**config.mk**
```make
export PLATFORM = sky130hd
export DESIGN_NAME = reset_ctrl
export DESIGN_NICKNAME = d
export VERILOG_FILES = /design/src/rtl/reset_ctrl_pkg.sv /design/src/rtl/debouncer.sv /design/src/rtl/reset_ctrl.sv
export SDC_FILE = /design/constraint.sdc
export NUM_CORES = 1
export LEC_CHECK = 0
export BUFFER_PORTS_ARGS = -buffer_cell sky130_fd_sc_hd__buf_2
export CELL_PAD_IN_SITES_DETAIL_PLACEMENT = 1
export CELL_PAD_IN_SITES_GLOBAL_PLACEMENT = 2
export CORE_UTILIZATION = 35
export DETAILED_ROUTE_END_ITERATION = 10
export GPL_TIMING_DRIVEN = 0
export PLACE_DENSITY = 0.83
export SLEW_MARGIN = 15
export SYNTH_ARGS = -nofsm -noshare
export SYNTH_HDL_FRONTEND = slang
export SYNTH_HIERARCHICAL = 1
export SYNTH_SLANG_ARGS = --single-unit
```
**constraint.sdc**
```tcl
create_clock -name clk -period 1.8 [get_ports clk]
set_input_delay 0.09 -clock clk [delete_from_list [all_inputs] [get_ports clk]]
set_output_delay 0.09 -clock clk [all_outputs]
set_load 0.005 [all_outputs]
```
**src/rtl/reset_ctrl_pkg.sv**
```systemverilog
// Shared types and constants for the board reset conditioner.
// The RESET_CTRL_DEBOUNCE_EN macro is consumed by debouncer.sv.
package reset_ctrl_pkg;

    localparam int unsigned RESET_COUNT_W = 8;

    typedef enum logic [1:0] {
        POR     = 2'd0,
        RUN     = 2'd1,
        BTN_RST = 2'd2,
        HOLD    = 2'd3
    } reset_state_t;

    // Counter width able to hold 0..n-1, never narrower than one bit.
    function automatic int unsigned cnt_width(input int unsigned n);
        return (n <= 1) ? 1 : $clog2(n);
    endfunction

endpackage

```
**src/rtl/debouncer.sv**
```systemverilog
// Button synchroniser plus optional debounce filter; q_o is 1 while released.
// Define RESET_CTRL_DEBOUNCE_EN for the counting filter, otherwise sync + register only.
module debouncer
    import reset_ctrl_pkg::*;
#(
    parameter int unsigned CYCLES = 120000
) (
    input  logic clk,
    input  logic reset_i,
    input  logic d_i,
    output logic q_o
);

    logic sync1;
    logic sync2;
    logic stable;

    always_ff @(posedge clk or posedge reset_i) begin
        if (reset_i) begin
            sync1 <= 1'b1;
            sync2 <= 1'b1;
        end else begin
            sync1 <= d_i;
            sync2 <= sync1;
        end
    end

`ifdef RESET_CTRL_DEBOUNCE_EN
    localparam int unsigned CW = cnt_width(CYCLES);
    localparam logic [CW-1:0] LAST = CW'(CYCLES - 1);

    logic [CW-1:0] cnt;

    // A new level is accepted only after CYCLES consecutive differing samples.
    always_ff @(posedge clk or posedge reset_i) begin
        if (reset_i) begin
            cnt    <= '0;
            stable <= 1'b1;
        end else if (sync2 == stable) begin
            cnt <= '0;
        end else if (cnt == LAST) begin
            stable <= sync2;
            cnt    <= '0;
        end else begin
            cnt <= cnt + 1'b1;
        end
    end
`else
    // The debounce threshold has no effect in this build.
    localparam int unsigned UNUSED_CYCLES = CYCLES;

    always_ff @(posedge clk or posedge reset_i) begin
        if (reset_i) begin
            stable <= 1'b1;
        end else begin
            stable <= sync2;
        end
    end
`endif

    assign q_o = stable;

endmodule

```
**src/rtl/reset_ctrl.sv**
```systemverilog
// Board reset conditioner: POR stretch, debounced button reset with minimum hold,
// and a saturating count of button resets. See debouncer.sv for RESET_CTRL_DEBOUNCE_EN.
module reset_ctrl
    import reset_ctrl_pkg::*;
#(
    parameter int unsigned POR_CYCLES      = 32,
    parameter int unsigned DEBOUNCE_CYCLES = 120000,
    parameter int unsigned HOLD_CYCLES     = 16
) (
    input  logic                     clk,
    input  logic                     reset_i,
    input  logic                     btn_n_i,
    output logic                     reset_o,
    output logic                     btn_pressed_o,
    output logic [RESET_COUNT_W-1:0] reset_count_o
);

    localparam int unsigned SPAN = (POR_CYCLES > HOLD_CYCLES) ? POR_CYCLES : HOLD_CYCLES;
    localparam int unsigned CW   = cnt_width(SPAN);
    localparam logic [CW-1:0] POR_LAST  = CW'(POR_CYCLES - 1);
    localparam logic [CW-1:0] HOLD_LAST = CW'(HOLD_CYCLES - 1);

    logic         stable;
    logic         pressed;
    reset_state_t state;
    reset_state_t state_next;
    logic [CW-1:0] cnt;
    logic [CW-1:0] cnt_next;
    logic         count_inc;

    debouncer #(
        .CYCLES(DEBOUNCE_CYCLES)
    ) u_debouncer (
        .clk    (clk),
        .reset_i(reset_i),
        .d_i    (btn_n_i),
        .q_o    (stable)
    );

    assign pressed       = ~stable;
    assign btn_pressed_o = pressed;

    // One counter serves both the POR stretch and the post-release hold.
    always_comb begin
        state_next = state;
        cnt_next   = cnt;
        count_inc  = 1'b0;
        unique case (state)
            POR: begin
                if (cnt == POR_LAST) begin
                    state_next = pressed ? BTN_RST : RUN;
                    cnt_next   = '0;
                end else begin
                    cnt_next = cnt + 1'b1;
                end
            end
            RUN: begin
                if (pressed) begin
                    state_next = BTN_RST;
                    count_inc  = 1'b1;
                end
            end
            BTN_RST: begin
                cnt_next = '0;
                if (!pressed) begin
                    state_next = HOLD;
                end
            end
            HOLD: begin
                if (pressed) begin
                    state_next = BTN_RST;
                    cnt_next   = '0;
                end else if (cnt == HOLD_LAST) begin
                    state_next = RUN;
                    cnt_next   = '0;
                end else begin
                    cnt_next = cnt + 1'b1;
                end
            end
            default: begin
                state_next = POR;
                cnt_next   = '0;
            end
        endcase
    end

    always_ff @(posedge clk or posedge reset_i) begin
        if (reset_i) begin
            state         <= POR;
            cnt           <= '0;
            reset_o       <= 1'b1;
            reset_count_o <= '0;
        end else begin
            state   <= state_next;
            cnt     <= cnt_next;
            reset_o <= (state_next != RUN);
            if (count_inc && (reset_count_o != '1)) begin
                reset_count_o <= reset_count_o + 1'b1;
            end
        end
    end

endmodule

```
Word-level counts from Yosys, hierarchy flattened
Cells that the tools add are included.
W data, S select, Z words.
{ "word_totals": {"output_inout_bits": 10, "ff_bits": 19} }
{ "classes": {"muxes": 13, "reduce_logical": 3, "bitwise": 1, "n_eq_ne": 7, "add_sub_neg": 2} }
{ "ops": {"columns": ["op", "count"], "rows": [
  ["$mux W5", 3],
  ["$pmux W5 S3", 1],
  ["$mux W2", 6],
  ["$add A8 B1 Y8 const B", 1],
  ["$ne A8 B8 Y1 const B", 1],
  ["$pmux W2 S4", 1],
  ["$add A5 B1 Y5 const B", 1],
  ["$eq A5 B4 Y1 const B", 1],
  ["$eq A5 B5 Y1 const B", 1],
  ["$eq A2 B2 Y1 const B", 2],
  ["$reduce_bool A3 Y1", 1],
  ["$eq A2 B1 Y1 const B", 1],
  ["$logic_not A2 Y1", 1],
  ["$mux W1", 2],
  ["$ne A2 B1 Y1 const B", 1],
  ["$logic_and A1 B1 Y1", 1],
  ["$not A1 Y1", 1]
]} }

Logic depth before layout (Yosys ltp)
Gate-level depths: netlist (run 1).
{ "logic_depth": {"depth_word": 5, "ltp_mapped": 7, "depth_no_buf": 7} }

Cells and area by module
The synthesis (run 1) kept the hierarchy.
{ "modules_own_cells": {"columns": ["mod", "cells_each", "area_per_inst_um2", "instances"], "rows": [
  ["reset_ctrl", 82, 860.8, 1],
  ["debouncer", 4, 82.6, 1]
]} }

Worst setup path after synthesis (run 1)
Ideal clock, no wire load.
{ "synth_timing": {"path_kind": "reg-to-reg", "from": "reg reset_count_o[0]", "to": "reg reset_count_o[1]", "setup_time_ps": 125, "required_ps": 1675, "path_slack_ps": 268, "stages_incl_launch_ff": 6, "arrival_ps": 1407, "cell_sequence": "dfrtp_1 -> ha_1 -> nand3_1 -> nor2_1 -> or3_4 -> mux2_4"} }
{ "synth_via": {"elab_chain_cells": 2, "elab_cells_between_ends": 3, "classes_between": "add/sub: 1; eq/ne: 1; reduce/logical: 1"} }
{ "synth_lines": {"columns": ["element", "line_no", "rtl"], "rows": [
  ["from (decl)", "reset_ctrl.sv:15", "output logic [RESET_COUNT_W-1:0] reset_count_o"],
  ["from (signal assigned)", "reset_ctrl.sv:98", "reset_count_o <= reset_count_o + 1'b1;"],
  ["parallel branches: the longest is 2 deep, another holds $add A8 B1 Y8", null, null]
]} }
Parallel ways; which one is timed is not known.
A chain may end at the register's enable or synchronous reset.

Worst setup path in the final report (run 1)
Ends and elaborated chain as after synthesis.

==> results.toml, run 1 <==
[global_routing]
grt_first_pass_wirelength_um = 3118
grt_max_degree = 17
antenna_found_initial = 0
grt_usage = 0.1548
overflow = 0
grt_pass1_vias = 677

[floorplanning]
fp.dieH_um = 53.92
core-area_um2 = 2522
die_area_um2 = 2907
row_count = 18
num_io_pins = 13
die_w_um = 53.92
start_util = 0.3740

[worst_hold_path]
holdCritStartpoint = "u_debouncer/sync2"
hold_class = "register to register"
hold_depth = 0
holdPathEnd = "u_debouncer/q_o"

[timing]
finalSetupViolations = 0
tns_ps = 0
rsz0062_at_grt = "false"
skew_ps = 3.223
max_slew_margin = 0.5671
max_freq_mhz = 605.9
tightestPinTransition_ps = 648.7
period_needed_ps = 1650
fin_crit_sh = 0.9169
slew_viol_final = 0
hold_viol = 0

[detailed_routing]
dr_wl_met2_um = 883
route.detailed.drc = 0
wl_um = 1873
dr_wl_met3_um = 53
wl_per_cell_um = 13.98
first_pass_iters = 4
first_iter_violations = 3
vias = 681
ant_nets = 0
viasPerCell = 5.082
wl_met1_um = 912
top_layer_used = "met4"

[power]
p_per_area_nw_per_um2 = 689.4
p_total_uw = 749.5
p_leak_nw = 0.5692
vdd_drop_max_uv = 416.6

[clocking]
tritoncts = "yes"
worstSkewPairLatency_ps = 290
clockRootBuffer = "clkbuf_4"
cts_htree_levels = 1
cts.sinks = 19
post_cts_resized = 0
clk_pin_slew_worst_paths_ps = 110
cts_buffers = 3
clock_path_buffers = 2

[cells_and_area]
fillCellCount = 294
final_cell_mix = "15 x dfrtp_1, 12 x buf_2, 11 x nor2_1"
syn_to_final_growth_pct = 15.25
final-seq-area_um2 = 480.5
num_antenna_cells = 0
drive_above_1_share = 0.2788
final_common_cell = "dfrtp_1"
multi_input_area_um2 = 421.7
final_net_count = 113

[critical_path]
path_class = "register to register"
crit_family = "simple AND/OR/NAND/NOR gates"
start_kind = "register"
crit_chain = "ha_1 -> nand3_1 -> nor2_1 -> or3_4 -> mux2_4"
slowest_stage = "dfrtp_1"
reg2reg_setup_slack_ps = 150
r2r.worst_path.cells = 5
path_buf_inv = 0
slowest_delay_ps = 430
reg2reg_to = "reset_count_o[1]"
cp_data_required_time_ps = 1990
r2r-start = "reset_count_o[0]"
crit_path_end_kind = "register"
cp_data_arrival_time_ps = 1840
crit_fanout = 4

[status]
outcome = "finished clean"

[synth]
netlist_instances = 86
synth-seq-cells = 19
yosysWarningCount = 6
yosysSeqAreaShare = 0.5093
netlist_area_um2 = 943.4
yosysUniqueCellTypes = 29
synth_nets = 94
syn_area_per_cell_um2 = 10.97

[place]
hpwl_um = 1385
portBuffers = 12
finalWeightedCongestion = 0.6548

[flow_run]
drv_cap = 0
[cell type report]
class / count / share of cell area
sequential: 19 / 0.4419
tap: 30 / 0.03452
multi-input combinational: 59 / 0.3878
inverter: 6 / 0.02071
clock buffer: 4 / 0.02417
buffer: 2 / 0.01726
timing repair buffer: 14 / 0.07365
[what timing repair did]
action	in CTS	in global routing
endpoints found under the setup margin	0	0
hold buffers	2	0
buffers inserted	0	0
hold endpoints to repair	19	0
[metal layers]
layer / global-route usage / vias to the layer above
met1: 0.2140 / 342
met5: 0 / -
met2: 0.2366 / 12
met4: 0.05263 / 0
li1: - / 323
met3: 0.03390 / 4
[cell usage after synthesis, drive strengths merged]
library cell	n	area (um^2)
buf	2	18.77
dfstp	4	105.1
dfrtp	15	375.4
o22ai	1	6.260
nor2b	2	20.02
a21oi	3	15.01
xor2	6	52.55
inv	6	22.52
a22o	1	8.760
ha	5	62.56
or3	1	11.26
and3	3	18.77
nor2	11	41.29
a31oi	2	12.51
nand2b	2	20.02
nand2	8	30.03
and4	1	8.760
nand4	3	18.77
nor3b	1	12.51
nand3	2	10.01
nor3	2	15.01
a21o	1	7.510
mux2	3	41.29
xnor2	1	8.760
[where the power goes]
group / switching [mW] / total (mW) / internal [mW]
registers: 0.0164 / 0.463 / 0.446
logic: 0.0330 / 0.0671 / 0.0341
clock network: 0.133 / 0.220 / 0.0862
total: 0.183 / 0.750 / 0.567
[sequential cells by signal (all words and copies together) (netlist names)]
signal and flops:
reset_o 1, reset_count_o 8, u_debouncer/sync1 1, u_debouncer/sync2 1
state 2, cnt 5, u_debouncer/q_o 1
[cell families (layout without fill, tap and decap cells)]
| logic type | after synthesis | after routing | share of synthesized area |
|---|---|---|---|
| xor gates and xnor gates | 7 | 7 | 0.06499 |
| muxes | 3 | 3 | 0.04377 |
| DFF | 19 | 19 | 0.5093 |
| buffers and inverters | 8 | 26 | 0.04377 |
| and+or+nand+nor | 36 | 36 | 0.2188 |
| AOI/OAI and AO/OA | 8 | 8 | 0.05305 |
| adders and majority gates | 5 | 5 | 0.06631 |
[worst max path at each step]
stage | start | endpoint | slack, ps | cells after the start
detailed placement | reset_count_o[0] | reset_count_o[1] | 170 | 5
floorplan | reset_count_o[0] | reset_count_o[1] | 270 | 5
global placement | cnt[0] | cnt[0] | 210 | 6
global route | cnt[1] | cnt[0] | 60 | 6
finish | reset_count_o[0] | reset_count_o[1] | 150 | 5
CTS | reset_count_o[0] | reset_count_o[1] | 150 | 5
[through the flow]
step | cell area, um^2 | instances | worst slack (ps) | hold slack [ps] | utilization
final | 1087 | 134 | 149.6 | 366.7 | 0.4311
after global routing | 1087 | 134 | 63.49 | 373.6 | 0.4311
after CTS | 1087 | 134 | 151.6 | 363.7 | 0.4311
after detailed placement | 1041 | 128 | 170.7 | 152.2 | 0.4127
after global placement | 1041 | 128 | 214.6 | 140.4 | 0.4127
after floorplan | 943.4 | 86 | 267.8 | 3.024 | -
Note: power is estimated with default switching activity, not from simulation.
==> run 2: changes to the inputs <==
--- a/config.mk
+++ b/config.mk
@@ -12,6 +12,7 @@
 export DETAILED_ROUTE_END_ITERATION = 10
 export GPL_TIMING_DRIVEN = 0
 export PLACE_DENSITY = 0.83
+export REMOVE_ABC_BUFFERS = 1
 export SLEW_MARGIN = 15
 export SYNTH_ARGS = -nofsm -noshare
 export SYNTH_HDL_FRONTEND = slang
==> run 2 against run 1 <==
- largest power group unchanged
- worst hold slack barely moved
- clock-buffer cell count shrank 1
- setup slack gained 4.3 ps
- clock power fell by 3%
- via count fell by 3.1%
- flip-flop and latch count stayed put
- first-iteration DRC count is 33% lower
- clock skew decreased by 1.5 ps
- sequential share of layout area increased by 0.72 points
- global-route usage is 1.0 points lower
- total power fell by 0.83%
- final cell count shrank 1.5%
==> results.toml, run 2 (same netlist as run 1, synthesis figures left out) <==
[cells_and_area]
num_antenna_cells = 0
fillCellCount = 294
largest_reg_flops = 8
final_net_count = 111
syn_to_final_growth_pct = 13.40
reg_top3 = "reset_count_o (8), cnt (5), state (2)"
final_cell_mix = "15 x dfrtp_1, 12 x buf_2, 11 x nor2_1"
final_common_cell = "dfrtp_1"
regMostFlops = "reset_count_o"
drive_above_1_share = 0.2745

[clocking]
post_cts_resized = 0
cts_buffers = 3
cts_htree_levels = 1
clk_pin_slew_worst_paths_ps = 110
worstSkewPairLatency_ps = 290
clockRootBuffer = "clkbuf_4"
tritoncts = "yes"
cts.sinks = 19
clock_path_buffers = 2

[detailed_routing]
first_iter_violations = 2
viasPerCell = 5.000
top_layer_used = "met4"
route.detailed.drc = 0
dr_wl_met3_um = 40
ant_nets = 0
wl_per_cell_um = 13.01
dr_wl_met2_um = 850
wl_um = 1717
vias = 660
first_pass_iters = 4
wl_met1_um = 812

[floorplanning]
fp.dieH_um = 53.92
num_io_pins = 13
core-area_um2 = 2522
row_count = 18
die_w_um = 53.92
start_util = 0.3740
die_area_um2 = 2907

[timing]
slew_viol_final = 0
max_slew_margin = 0.5958
period_needed_ps = 1646
hold_viol = 0
rsz0062_at_grt = "false"
skew_ps = 1.715
max_freq_mhz = 607.5
fin_crit_sh = 0.9145
worst_slack_ps = 153.9
tns_ps = 0
finalSetupViolations = 0
tightestPinTransition_ps = 605.6

[power]
intPower_uw = 561.6
p_leak_nw = 0.5612
seqPwrFrac = 0.629
p_sw_frac = 0.2446
p_per_area_nw_per_um2 = 694.9
vdd_drop_max_uv = 435.9
p_comb_frac = 0.083
p_switching_uw = 181.8
power_frac_clock = 0.288

[critical_path]
slowest_delay_ps = 440
start_kind = "register"
cp_data_required_time_ps = 1990
path_buf_inv = 0
crit_family = "simple AND/OR/NAND/NOR gates"
crit_chain = "ha_1 -> nand3_1 -> nor2_1 -> or3_4 -> mux2_4"
slowest_stage = "dfrtp_1"
crit_fanout = 4
path_class = "register to register"
cp_data_arrival_time_ps = 1840
crit_path_end_kind = "register"

[place]
portBuffers = 12
place_ws_ps = 175.1
finalWeightedCongestion = 0.6892
hpwl_um = 1283

[worst_hold_path]
hold_class = "register to register"

[global_routing]
overflow = 0
grt_usage = 0.1444
grt_max_degree = 17
antenna_found_initial = 0
grt_first_pass_wirelength_um = 2987
grt_pass1_vias = 661

[status]
outcome = "finished clean"

[flow_run]
drv_cap = 0
==> run 2: cell types whose count changed in the layout (fill, tap and decap cells not counted) <==
cell,change
clkinv_2,+1
buf_4,-1
buf_6,-1
clkbuf_1,-1
==> run 2: layout make-up <==
| class | count | area (um^2) | area share |
|---|---|---|---|
| well taps | 30 | 37.54 | 0.03509 |
| inverters | 6 | 22.52 | 0.02105 |
| clock buffers | 3 | 22.52 | 0.02105 |
| repair buffers | 14 | 80.08 | 0.07485 |
| clock inverters | 1 | 5.005 | 0.004678 |
| multi-input cells | 59 | 421.7 | 0.3942 |
| flip-flops and latches | 19 | 480.5 | 0.4491 |
==> run 2: per-layer routing <==
metal  up-vias  track usage
met5         -            0
met4         0      0.03947
met3         2      0.03390
met2         8       0.2325
met1       333       0.1922
li1        317            -
==> run 2: through the flow <==
step	area (um^2)	utilization	hold slack, ps	cells	power [mW]
2_1_floorplan	924.6	-	3.024	84	0.5080
6_report	1070	0.4241	367.1	132	0.7434
3_5_place_dp	1022	0.4053	152.2	126	0.5344
3_3_place_gp	1022	0.4053	140.6	126	0.5289
4_1_cts	1070	0.4241	366.7	132	0.7560
5_1_grt	1070	0.4241	372.9	132	0.7813
==> run 2: final timing paths <==
check | startpoint | end | slack, ps | depth (start not counted)
worst min register to register | u_debouncer/sync2 | u_debouncer/q_o | 370 | 0
max in group asynchronous | reset_i | state[0] | 1000 | 3
worst min-delay path | u_debouncer/sync2 | u_debouncer/q_o | 370 | 0
worst max-delay path | reset_count_o[0] | reset_count_o[1] | 150 | 5
worst max register to register | reset_count_o[0] | reset_count_o[1] | 150 | 5
min in group asynchronous | reset_i | u_debouncer/sync2 | 380 | 3
==> run 2: power by group through the flow <==
stage                     combinational [mW]  clock, mW  sequential [mW]
after floorplan                       0.0366          0            0.471
final                                 0.0617      0.214            0.467
after global placement                0.0560          0            0.473
after CTS                             0.0635      0.224            0.468
after global routing                  0.0710      0.239            0.471
after detailed placement              0.0592          0            0.475
==> run 2: timing repair <==
| item | 4_1_cts | 5_1_grt |
|---|---|---|
| endpoints found under the hold margin | 19 | 0 |
| hold buffers | 2 | 0 |
| endpoints found under the setup margin | 0 | 0 |
| setup buffers | 0 | 0 |
